--- config.mk ---
export PLATFORM = sky130hd
export DESIGN_NAME = key_debounce
export DESIGN_NICKNAME = d
export VERILOG_FILES = /design/src/rtl/key_debounce.sv
export SDC_FILE = /design/constraint.sdc
export NUM_CORES = 1
export LEC_CHECK = 0
export CAP_MARGIN = 20
export CORE_ASPECT_RATIO = 1.1
export CORE_MARGIN = 2
export CORE_UTILIZATION = 63
export DETAILED_ROUTE_END_ITERATION = 8
export GPL_TIMING_DRIVEN = 0
export PLACE_DENSITY = 0.9
export REMOVE_ABC_BUFFERS = 1
export SLEW_MARGIN = 40
export SYNTH_ARGS = -nofsm -noshare
export SYNTH_HDL_FRONTEND = slang
export SYNTH_SLANG_ARGS = --single-unit
export TNS_END_PERCENT = 20
--- constraint.sdc ---
create_clock -name sys_clk -period 3.8 [get_ports sys_clk]
set_input_delay 0.76 -clock sys_clk [delete_from_list [all_inputs] [get_ports sys_clk]]
set_output_delay 0.76 -clock sys_clk [all_outputs]
set_load 0.05 [all_outputs]
--- src/rtl/key_debounce.sv ---
// key_debounce: cleans up one active-low push-button.
// The raw pin is synchronized through two flops. A four-state filter then
// requires DEBOUNCE_CNT consecutive stable samples before it accepts a new
// level. key_value is the accepted level. key_flag pulses for one cycle
// whenever key_value changes.
module key_debounce #(
    parameter int DEBOUNCE_CNT = 1_000_000,
    parameter int CNT_W        = $clog2(DEBOUNCE_CNT)
) (
    input  logic sys_clk,
    input  logic sys_rst_n,
    input  logic key,
    output logic key_value,
    output logic key_flag
);

    typedef enum logic [1:0] {
        RELEASED     = 2'd0,
        PRESS_WAIT   = 2'd1,
        PRESSED      = 2'd2,
        RELEASE_WAIT = 2'd3
    } state_t;

    localparam logic [CNT_W-1:0] CNT_LAST = CNT_W'(DEBOUNCE_CNT - 1);

    logic            r_key_s1;
    logic            r_key_s2;
    state_t          r_state;
    state_t          w_state_nxt;
    logic [CNT_W-1:0] r_cnt;
    logic [CNT_W-1:0] w_cnt_nxt;
    logic            r_key_value;
    logic            w_key_value_nxt;
    logic            r_key_flag;
    logic            w_key_flag_nxt;

    // Two-flop synchronizer. The idle level is 1 (released), so both flops reset to 1.
    // NOTE: sequential state uses non-blocking (<=) so every flop samples pre-edge values.
    always_ff @(posedge sys_clk or negedge sys_rst_n) begin
        if (!sys_rst_n) begin
            r_key_s1 <= 1'b1;
            r_key_s2 <= 1'b1;
        end else begin
            r_key_s1 <= key;
            r_key_s2 <= r_key_s1;
        end
    end

    // Next-state logic for the filter FSM, the stable-time counter and the outputs.
    always_comb begin
        // NOTE: every output of this block gets a default first; otherwise a missed branch infers a latch.
        w_state_nxt     = r_state;
        w_cnt_nxt       = r_cnt;
        w_key_value_nxt = r_key_value;
        w_key_flag_nxt  = 1'b0;
        unique case (r_state)
            RELEASED: begin
                if (!r_key_s2) begin
                    w_state_nxt = PRESS_WAIT;
                    w_cnt_nxt   = '0;
                end
            end
            PRESS_WAIT: begin
                if (r_key_s2) begin
                    // Bounce: drop back without touching the outputs.
                    w_state_nxt = RELEASED;
                    w_cnt_nxt   = '0;
                end else if (r_cnt == CNT_LAST) begin
                    w_state_nxt     = PRESSED;
                    w_cnt_nxt       = '0;
                    w_key_value_nxt = 1'b0;
                    w_key_flag_nxt  = 1'b1;
                end else begin
                    w_cnt_nxt = r_cnt + CNT_W'(1);
                end
            end
            PRESSED: begin
                if (r_key_s2) begin
                    w_state_nxt = RELEASE_WAIT;
                    w_cnt_nxt   = '0;
                end
            end
            RELEASE_WAIT: begin
                if (!r_key_s2) begin
                    w_state_nxt = PRESSED;
                    w_cnt_nxt   = '0;
                end else if (r_cnt == CNT_LAST) begin
                    w_state_nxt     = RELEASED;
                    w_cnt_nxt       = '0;
                    w_key_value_nxt = 1'b1;
                    w_key_flag_nxt  = 1'b1;
                end else begin
                    w_cnt_nxt = r_cnt + CNT_W'(1);
                end
            end
            default: begin
                w_state_nxt = RELEASED;
                w_cnt_nxt   = '0;
            end
        endcase
    end

    // FSM state, counter and registered outputs.
    // NOTE: reset clears every flop here at once, so a pending confirmation is dropped and no flag is emitted.
    always_ff @(posedge sys_clk or negedge sys_rst_n) begin
        if (!sys_rst_n) begin
            r_state     <= RELEASED;
            r_cnt       <= '0;
            r_key_value <= 1'b1;
            r_key_flag  <= 1'b0;
        end else begin
            r_state     <= w_state_nxt;
            r_cnt       <= w_cnt_nxt;
            r_key_value <= w_key_value_nxt;
            r_key_flag  <= w_key_flag_nxt;
        end
    end

    assign key_value = r_key_value;
    assign key_flag  = r_key_flag;

endmodule

==> flow_summary.json, run 1 <==
{
  "crit_path_end_kind": "output port",
  "num_antenna_cells": 0,
  "grt_max_degree": 27,
  "tightestPinTransition_ns": 0.820,
  "crit_chain": "clkdlybuf4s50_1",
  "fp.dieH_um": 53.1,
  "synth_compound_area_share_pct": 20.2,
  "syn_area_per_cell_um2": 9.46,
  "critical_path_cell_count": 1,
  "die_w_um": 48.6,
  "setup-violations-final": 0,
  "clockBufferDepth": 2,
  "power_density_nw_per_um2": 515,
  "die-area_um2": 2580,
  "grt_pass1_vias": 1075,
  "ff2ff_setup_slack_ns": 1.45,
  "post-place-ws_ns": 1.54,
  "synth-simple-area-share_pct": 23.8,
  "cpPeakStageDelay_ns": 0.80,
  "synth_top_family_by_area": "simple AND/OR/NAND/NOR gates",
  "finalInstanceArea_um2": 1480,
  "finalWirelength_mm": 2.73,
  "endpoint": "key_value",
  "cts_made_buffers": 3,
  "critPathKind": "register to output port",
  "grt.overflow.total": 0,
  "antenna_found_initial": 0,
  "clock_sinks": 26,
  "status": "complete, no violations",
  "synthAdderAreaFrac_pct": 0.906,
  "yosysTopAreaCell": "dfrtp_1",
  "post_dp_cell_area_um2": 1420,
  "grt_pass1_wl_mm": 4.66,
  "core.rowCount": 17,
  "max_freq_mhz": 406,
  "dpl.hpwl_mm": 1.95,
  "reg2reg_from": "r_key_s2",
  "maxCapViolCount": 0,
  "num-nets-final": 153,
  "fin_cells": 176,
  "cp_top_family": "buffers and inverters",
  "vias_per_cell": 6.31,
  "synthTopCellsByCount": "dfrtp_1, nand2_1, o21ai_0, a21oi_1, nand4_1",
  "async_flop_share_pct": 100,
  "synth-seq-cells": 26,
  "arrival_ns": 1.70,
  "path_max_fanout": 3,
  "synth-edff-count": 0,
  "htree_num_levels": 1,
  "synth.most_common_cell": "dfrtp_1",
  "regToRegEndpoint": "r_cnt[17]",
  "ctsHoldBuffers": 0,
  "start_util_pct": 67.6,
  "drv_slew": 0,
  "post-route-util_pct": 72.4,
  "multi_input_area_um2": 678,
  "grt_usage_pct": 24.1,
  "setup-tns-final_ns": 0,
  "syn2layout_area_growth_pct": 6.97,
  "clock_latency_ns": 0.33,
  "top_usage_layer": "met2",
  "numPortBuffers": 4,
  "worst-r2r-cell-count": 5,
  "startpoint": "key_value",
  "fin_skew_ns": 0.00487,
  "drtAntennaViolNets": 0,
  "slew_headroom_pct": 45.4,
  "fillers": 146,
  "met1_usage_pct": 27.1,
  "layout_min_cycle_time_ns": 2.46,
  "synth_area_um2": 1380,
  "drive_above_1_share_pct": 11.5,
  "ys_seq_area_share_pct": 47.4,
  "cts_setup_buffers": 0,
  "initialDrtViolationCount": 21,
  "ys_types": 39,
  "cts_tree": "yes",
  "io_pins": 5,
  "core_area_um2": 2040,
  "cp_num_buf_inv": 1,
  "worstHoldPathType": "register to register",
  "vias": 1110,
  "hold_viol": 0,
  "ys.flop_type": "dfrtp_1",
  "seq_area_um2": 654,
  "yosysWarnings": 0,
  "post-route-period-util_pct": 64.7,
  "rsz0062_at_grt": "false",
  "met2_usage_pct": 46.3,
  "p_leak_nw": 0.611,
  "vdd.ir_drop.worst_mv": 0.418,
  "drtPass1Iterations": 5,
  "wire_per_inst_um": 15.5,
  "yosys.area.top_type_share_pct": 41.7,
  "root_buffer": "clkbuf_4",
  "clkSlewWorstSetupHoldPaths_ns": 0.14,
  "cts_resized": 0,
  "cp_slowest_cell": "clkdlybuf4s50_1",
  "netlist_top_cells_area": "dfrtp_1, dfstp_2, o21ai_0",
  "synth_cells": 146,
  "placed_cells": 172,
  "synth_mux_area_share_pct": 0,
  "synth_xor_xnor_area_share_pct": 3.17,
  "place.gp.congestion": 0.857,
  "drcViolationCount": 0,
  "required_ns": 3.04,
  "startpoint_type": "register",
  "met3_usage_pct": 2.26,
  "fin_ws_ns": 1.34
}
==> logic make-up (layout without fill, tap and decap cells) <==
group                    Yosys count  after routing
flip-flops                        26             26
AND/OR/NAND/NOR                   59             59
XOR/XNOR                           5              5
buffers and inverters             12             14
AO/OA/AOI/OAI                     43             43
adder cells (fa/ha/maj)            1              1
==> power by group <==
group / total (W) / internal [W] / switching [W] / leakage, nW
Combinational: 0.000230 / 0.0000784 / 0.000152 / 0.236
Sequential: 0.000339 / 0.000302 / 0.0000368 / 0.347
Clock: 0.000192 / 0.000107 / 0.0000849 / 0.0279
==> sequential cells by signal (all words and copies together) (netlist names), named ones only <==
register,cells
key_value,1
r_state,1
r_key_s2,1
key_flag,1
r_key_s1,1
r_cnt,20
==> per-stage QoR <==
step                power, W  hold WS [ns]
finish              0.000761         0.368
global route        0.000809         0.369
CTS                 0.000759         0.369
detailed placement  0.000569         0.349
global placement    0.000551         0.346
floorplan           0.000498         0.345
==> layout by cell type (no fill, tap or decap), drive strengths merged, types with 4 or more instances in the layout <==
master	count
nor2	8
o21ai	15
inv	6
nand4	9
nand2	16
dfrtp	23
a21oi	10
or3	5
nand3	6
a31oi	8
xor2	4
==> final cells by class <==
| cell class | instances | share of cell area (%) |
|---|---|---|
| clock inverters | 1 | 2.03 |
| inverters | 6 | 1.52 |
| flip-flops and latches | 26 | 44.3 |
| multi-input cells | 108 | 45.9 |
| well taps | 28 | 2.37 |
| clock buffers | 3 | 1.52 |
| repair buffers | 4 | 2.37 |
==> metal layers <==
layer  vias to the layer above  routed length (um)
li1                        540                   -
met1                       542                1150
met2                        23                1440
met3                         5                  93
met4                         0                  47
met5                         -                   0
==> worst min-delay path by stage <==
| stage | start | end | cells after the start |
|---|---|---|---|
| floorplan | r_key_s1 | r_key_s2 | 0 |
| global placement | r_key_s1 | r_key_s2 | 0 |
| detailed placement | r_key_s1 | r_key_s2 | 0 |
| CTS | r_key_s1 | r_key_s2 | 0 |
| global route | r_key_s1 | r_key_s2 | 0 |
| finish | r_key_s1 | r_key_s2 | 0 |
Power figures use the tool's default switching activity.
==> run 2: changes to the inputs <==
CORE_UTILIZATION = 53   (was 63)
PLACE_DENSITY = 0.81   (was 0.9)
clock period = 2 ns   (was 3.8 ns; I/O delays follow)
==> run 2 against run 1 <==
  * Global-route usage shrank 2.1 points
  * Routed wire length grew 4.3%
  * Clock power grew 89%
  * Clock skew grew 0.0028 ns
  * Critical path type is now register to register
  * Critical endpoint is now r_cnt[19]
  * Largest cell class unchanged
  * Largest power group unchanged
==> flow_summary.json, run 2 (synthesis results as in run 1) <==
{
  "status": "complete, no violations",
  "largest_reg_flops": 20,
  "final_common_cell": "dfrtp_1",
  "placed_cells": 175,
  "initialDrtViolationCount": 24,
  "die-area_um2": 3030,
  "critPathKind": "register to register",
  "required_ns": 2.23,
  "vdd.ir_drop.worst_mv": 0.618,
  "drcViolationCount": 0,
  "root_buffer": "clkbuf_4",
  "clockBufferDepth": 2,
  "rsz0062_at_grt": "true",
  "fin_cells": 181,
  "vias": 1134,
  "max_freq_mhz": 512,
  "crit_path_end_kind": "register",
  "cp_top_family": "compound AO/OA/AOI/OAI gates",
  "fp.dieH_um": 57.5,
  "die_w_um": 52.7,
  "layout_min_cycle_time_ns": 1.95,
  "core_area_um2": 2500,
  "worstHoldPathType": "primary input to async pin",
  "finalInstanceArea_um2": 1530,
  "maxCapViolCount": 0,
  "core.rowCount": 19,
  "cts_made_buffers": 3,
  "crit_chain": "and3_4 -> nand4_1 -> o41a_4 -> a41oi_1 -> a31oi_1",
  "numPortBuffers": 4,
  "wire_per_inst_um": 15.8,
  "power_density_nw_per_um2": 988,
  "vias_per_cell": 6.27,
  "multi_input_area_um2": 717,
  "fin_skew_ns": 0.00767,
  "grt_pass1_vias": 1119,
  "grt_max_degree": 27,
  "top_register": "r_cnt",
  "grt_pass1_wl_mm": 4.93,
  "cts_tree": "yes",
  "hold_viol": 0,
  "holdWs_ns": 0.0390,
  "num_antenna_cells": 0,
  "clock_sinks": 26,
  "setup-violations-final": 0,
  "clock_latency_ns": 0.33,
  "grt.overflow.total": 0,
  "ctsHoldBuffers": 0,
  "tightestPinTransition_ns": 0.559,
  "dpl.hpwl_mm": 1.90,
  "slew_headroom_pct": 62.8,
  "drtPass1Iterations": 4,
  "finalWirelength_mm": 2.85,
  "fillers": 205,
  "cp_slowest_cell": "o41a_4",
  "drv_slew": 0,
  "startpoint_type": "register",
  "antenna_found_initial": 0,
  "arrival_ns": 2.18,
  "io_pins": 5,
  "drtAntennaViolNets": 0,
  "post_dp_cell_area_um2": 1430,
  "post-route-period-util_pct": 97.6,
  "syn2layout_area_growth_pct": 11.1,
  "place.gp.congestion": 0.811,
  "cpPeakStageDelay_ns": 0.66,
  "start_util_pct": 55.3,
  "htree_num_levels": 1,
  "clkSlewWorstSetupHoldPaths_ns": 0.14,
  "grt_usage_pct": 22.0,
  "drive_above_1_share_pct": 16.7,
  "final_cell_mix": "dfrtp_1, nand2_1, o21ai_0",
  "path_max_fanout": 21,
  "cp_num_buf_inv": 0,
  "seq_area_um2": 654,
  "p_leak_nw": 0.626,
  "num-nets-final": 155
}
[run 2: changes by cell type in the layout (fill, tap and decap cells not counted), sizes merged]
cell,change
buf,+2
clkdlybuf4s50,-1
dlygate4sd2,+1
[run 2: through the flow]
stage	total power, W	util [%]	TNS, ns	setup WS (ns)
floorplan	0.000946	-	0	0.000195
global placement	0.00105	56.9	-3.74	-0.399
detailed placement	0.00109	57.1	-2.43	-0.237
CTS	0.00148	60.2	0	0.0942
global route	0.00161	61.5	-0.285	-0.0541
finish	0.00152	61.5	0	0.0472
[run 2: final timing paths]
| check | startpoint | to | slack (ns) | depth (start not counted) |
|---|---|---|---|---|
| setup / recovery | r_cnt[18] | r_cnt[19] | 0.05 | 5 |
| hold / removal | sys_rst_n | r_cnt[4] | 0.04 | 1 |
| setup reg to reg | r_cnt[18] | r_cnt[19] | 0.05 | 5 |
| hold reg to reg | r_key_s1 | r_key_s2 | 0.37 | 0 |
| max in group asynchronous | sys_rst_n | r_cnt[11] | 1.59 | 1 |
| min in group sys_clk | r_key_s1 | r_key_s2 | 0.37 | 0 |
[run 2: metal layers]
metal  GRT usage (%)  wire length [um]  vias up  part of all wire, %
met5               0                 0        -                    0
met4            13.2                78        0                  2.7
met2            34.3              1410       23                   49
met3            3.93                84        8                  2.9
met1            28.2              1280      557                   45
li1                -                 -      546                    -
[run 2: area by class of cell]
cell class / instances / area share [%]
Clock buffer: 3 / 1.47
Clock inverter: 1 / 1.96
Inverter: 6 / 1.47
Multi-Input combinational cell: 108 / 46.7
Sequential cell: 26 / 42.7
Tap cell: 31 / 2.53
Timing Repair Buffer: 6 / 3.18
[run 2: power by group]
part / switching (W) / internal, W
Clock: 0.000160 / 0.000203
Sequential: 0.0000775 / 0.000574
Combinational: 0.000305 / 0.000196
Total: 0.000543 / 0.000973
[run 2: repair_timing]
action,CTS,global route
gates resized for setup,3,6
pin swaps,2,4
setup buffers,2,0
setup endpoints to repair,19,17
==> run 3: changes to the inputs <==
--- a/config.mk
+++ b/config.mk
@@ -11,5 +11,4 @@
 export CORE_UTILIZATION = 53
 export DETAILED_ROUTE_END_ITERATION = 8
-export GPL_TIMING_DRIVEN = 0
 export PLACE_DENSITY = 0.81
 export REMOVE_ABC_BUFFERS = 1
==> constraint.sdc (replaced) <==
create_clock -name sys_clk -period 2 [get_ports sys_clk]
set_input_delay 0.4 -clock sys_clk [delete_from_list [all_inputs] [get_ports sys_clk]]
set_output_delay 0.4 -clock sys_clk [all_outputs]
set_load 0.01 [all_outputs]
==> run 3 against run 2 <==
  * Setup slack improved by 0.050 ns
  * Total power fell by 6.3%
  * Sequential share of layout area increased by 0.14 points
  * Die area stayed put
  * Clock skew rose by 0.0027 ns
  * Clock power fell by 27%
  * Design area fell by 0.33%
  * Via count grew 3.3%
  * Hold slack gained 0.34 ns
==> flow_summary.json, run 3 (synthesis results as in run 1) <==
{
  "layout_min_cycle_time_ns": 1.90,
  "hold_viol": 0,
  "grt_max_degree": 27,
  "hold_end": "r_key_s2",
  "syn2layout_area_growth_pct": 10.7,
  "antenna_found_initial": 0,
  "slew_headroom_pct": 63.2,
  "p_leak_nw": 0.643,
  "grt.overflow.total": 0,
  "setup-violations-final": 0,
  "num-nets-final": 161,
  "min_from": "r_key_s1",
  "drtAntennaViolNets": 0,
  "vdd.ir_drop.worst_mv": 0.532,
  "vias": 1171,
  "required_ns": 2.25,
  "crit_path_end_kind": "register",
  "vias_per_cell": 6.26,
  "numPortBuffers": 4,
  "pwr-share-comb_pct": 35.9,
  "path_max_fanout": 5,
  "worst-r2r-cell-count": 7,
  "initialDrtViolationCount": 56,
  "finalWirelength_mm": 2.86,
  "finalInstanceArea_um2": 1530,
  "final_common_cell": "dfrtp_1",
  "power_density_nw_per_um2": 929,
  "num_antenna_cells": 0,
  "drive_above_1_share_pct": 16.7,
  "dpl.hpwl_mm": 1.94,
  "critPathKind": "register to register",
  "clkSlewWorstSetupHoldPaths_ns": 0.15,
  "ctsHoldBuffers": 0,
  "cts_tree": "yes",
  "p_int_w": 0.000885,
  "holdWs_ns": 0.381,
  "hold_path_depth": 0,
  "fillers": 219,
  "multi_input_area_um2": 677,
  "startpoint": "r_cnt[1]",
  "seq_power_share_pct": 45.3,
  "place.gp.congestion": 0.840,
  "final_cell_mix": "dfrtp_1, nand2_1, o21ai_0",
  "ff2ff_setup_slack_ns": 0.1,
  "maxCapViolCount": 0,
  "io_pins": 5,
  "clockBufferDepth": 2,
  "cts_made_buffers": 3,
  "fp.dieH_um": 57.5,
  "grt_pass1_wl_mm": 4.87,
  "core_area_um2": 2500,
  "power_switching_w": 0.000535,
  "regToRegEndpoint": "r_cnt[14]",
  "arrival_ns": 2.16,
  "die-area_um2": 3030,
  "root_buffer": "clkbuf_4",
  "tightestPinTransition_ns": 0.552,
  "core.rowCount": 19,
  "max_freq_mhz": 526,
  "drcViolationCount": 0,
  "status": "complete, no violations",
  "post_dp_cell_area_um2": 1470,
  "die_w_um": 52.7,
  "grt_usage_pct": 21.4,
  "startpoint_type": "register",
  "drtPass1Iterations": 4,
  "swShare_pct": 37.7,
  "power_frac_clock_pct": 18.7,
  "post-route-period-util_pct": 95.1,
  "top_register": "r_cnt",
  "drv_slew": 0,
  "clock_latency_ns": 0.32,
  "largest_reg_flops": 20,
  "setup-tns-final_ns": 0,
  "grt_pass1_vias": 1091,
  "start_util_pct": 55.3,
  "wire_per_inst_um": 15.3,
  "reg2reg_from": "r_cnt[1]",
  "clock_sinks": 26,
  "fin_skew_ns": 0.0104,
  "seq_area_um2": 654,
  "htree_num_levels": 1,
  "worstHoldPathType": "register to register"
}
-- run 3: critical path: stages (launching register included) --
cell and delay, ns:
dfrtp_1 0.43, ha_1 0.20, buf_4 0.13, nand4_1 0.15
nor3_2 0.39, nand3_1 0.16, or3_1 0.32, o21ai_0 0.07
-- run 3: timing repair --
item                       CTS  global route
setup buffers                0             1
setup endpoints to repair    0             6
resized for setup            0             2
-- run 3: power by group through the flow --
stage	clock network (W)	logic, W	registers, W
3_3_place_gp	0	0.000456	0.000644
3_5_place_dp	0	0.000478	0.000648
4_1_cts	0.000270	0.000481	0.000638
2_1_floorplan	0	0.000314	0.000632
6_report	0.000266	0.000510	0.000644
5_1_grt	0.000293	0.000571	0.000652
-- run 3: routing by layer --
| metal | vias up | wire length (um) | global-route usage, % | share of wire [%] |
|---|---|---|---|---|
| li1 | 558 | - | - | - |
| met1 | 583 | 1300 | 29.6 | 45 |
| met2 | 28 | 1430 | 33.9 | 50 |
| met3 | 2 | 106 | 3.14 | 3.7 |
| met4 | 0 | 21 | 8.06 | 0.73 |
| met5 | - | 0 | 0 | 0 |
-- run 3: worst max-delay path by stage --
stage / end / slack, ns
final: r_cnt[14] / 0.1
after global placement: r_cnt[19] / 0.18
after CTS: r_cnt[19] / 0.09
after detailed placement: r_cnt[19] / 0.11
after floorplan: r_cnt[3] / 0.0002
after global routing: r_cnt[12] / -0.008
-- run 3: cell type report --
type | instances | share of cell area, %
Clock buffer | 4 | 2.37
Inverter | 6 | 1.47
Multi-Input combinational cell | 108 | 44.3
Sequential cell | 26 | 42.8
Tap cell | 31 | 2.54
Timing Repair Buffer | 12 | 6.55
-- run 3: stage by stage --
step           power [W]  utilization, %  setup slack [ns]  std cells
3_5_place_dp     0.00113            59.0             0.109        182
5_1_grt          0.00152            61.3          -0.00770        187
6_report         0.00142            61.3            0.0974        187
2_1_floorplan   0.000946               -          0.000195        140
3_3_place_gp     0.00110            59.0             0.181        182
4_1_cts          0.00139            60.5            0.0899        186
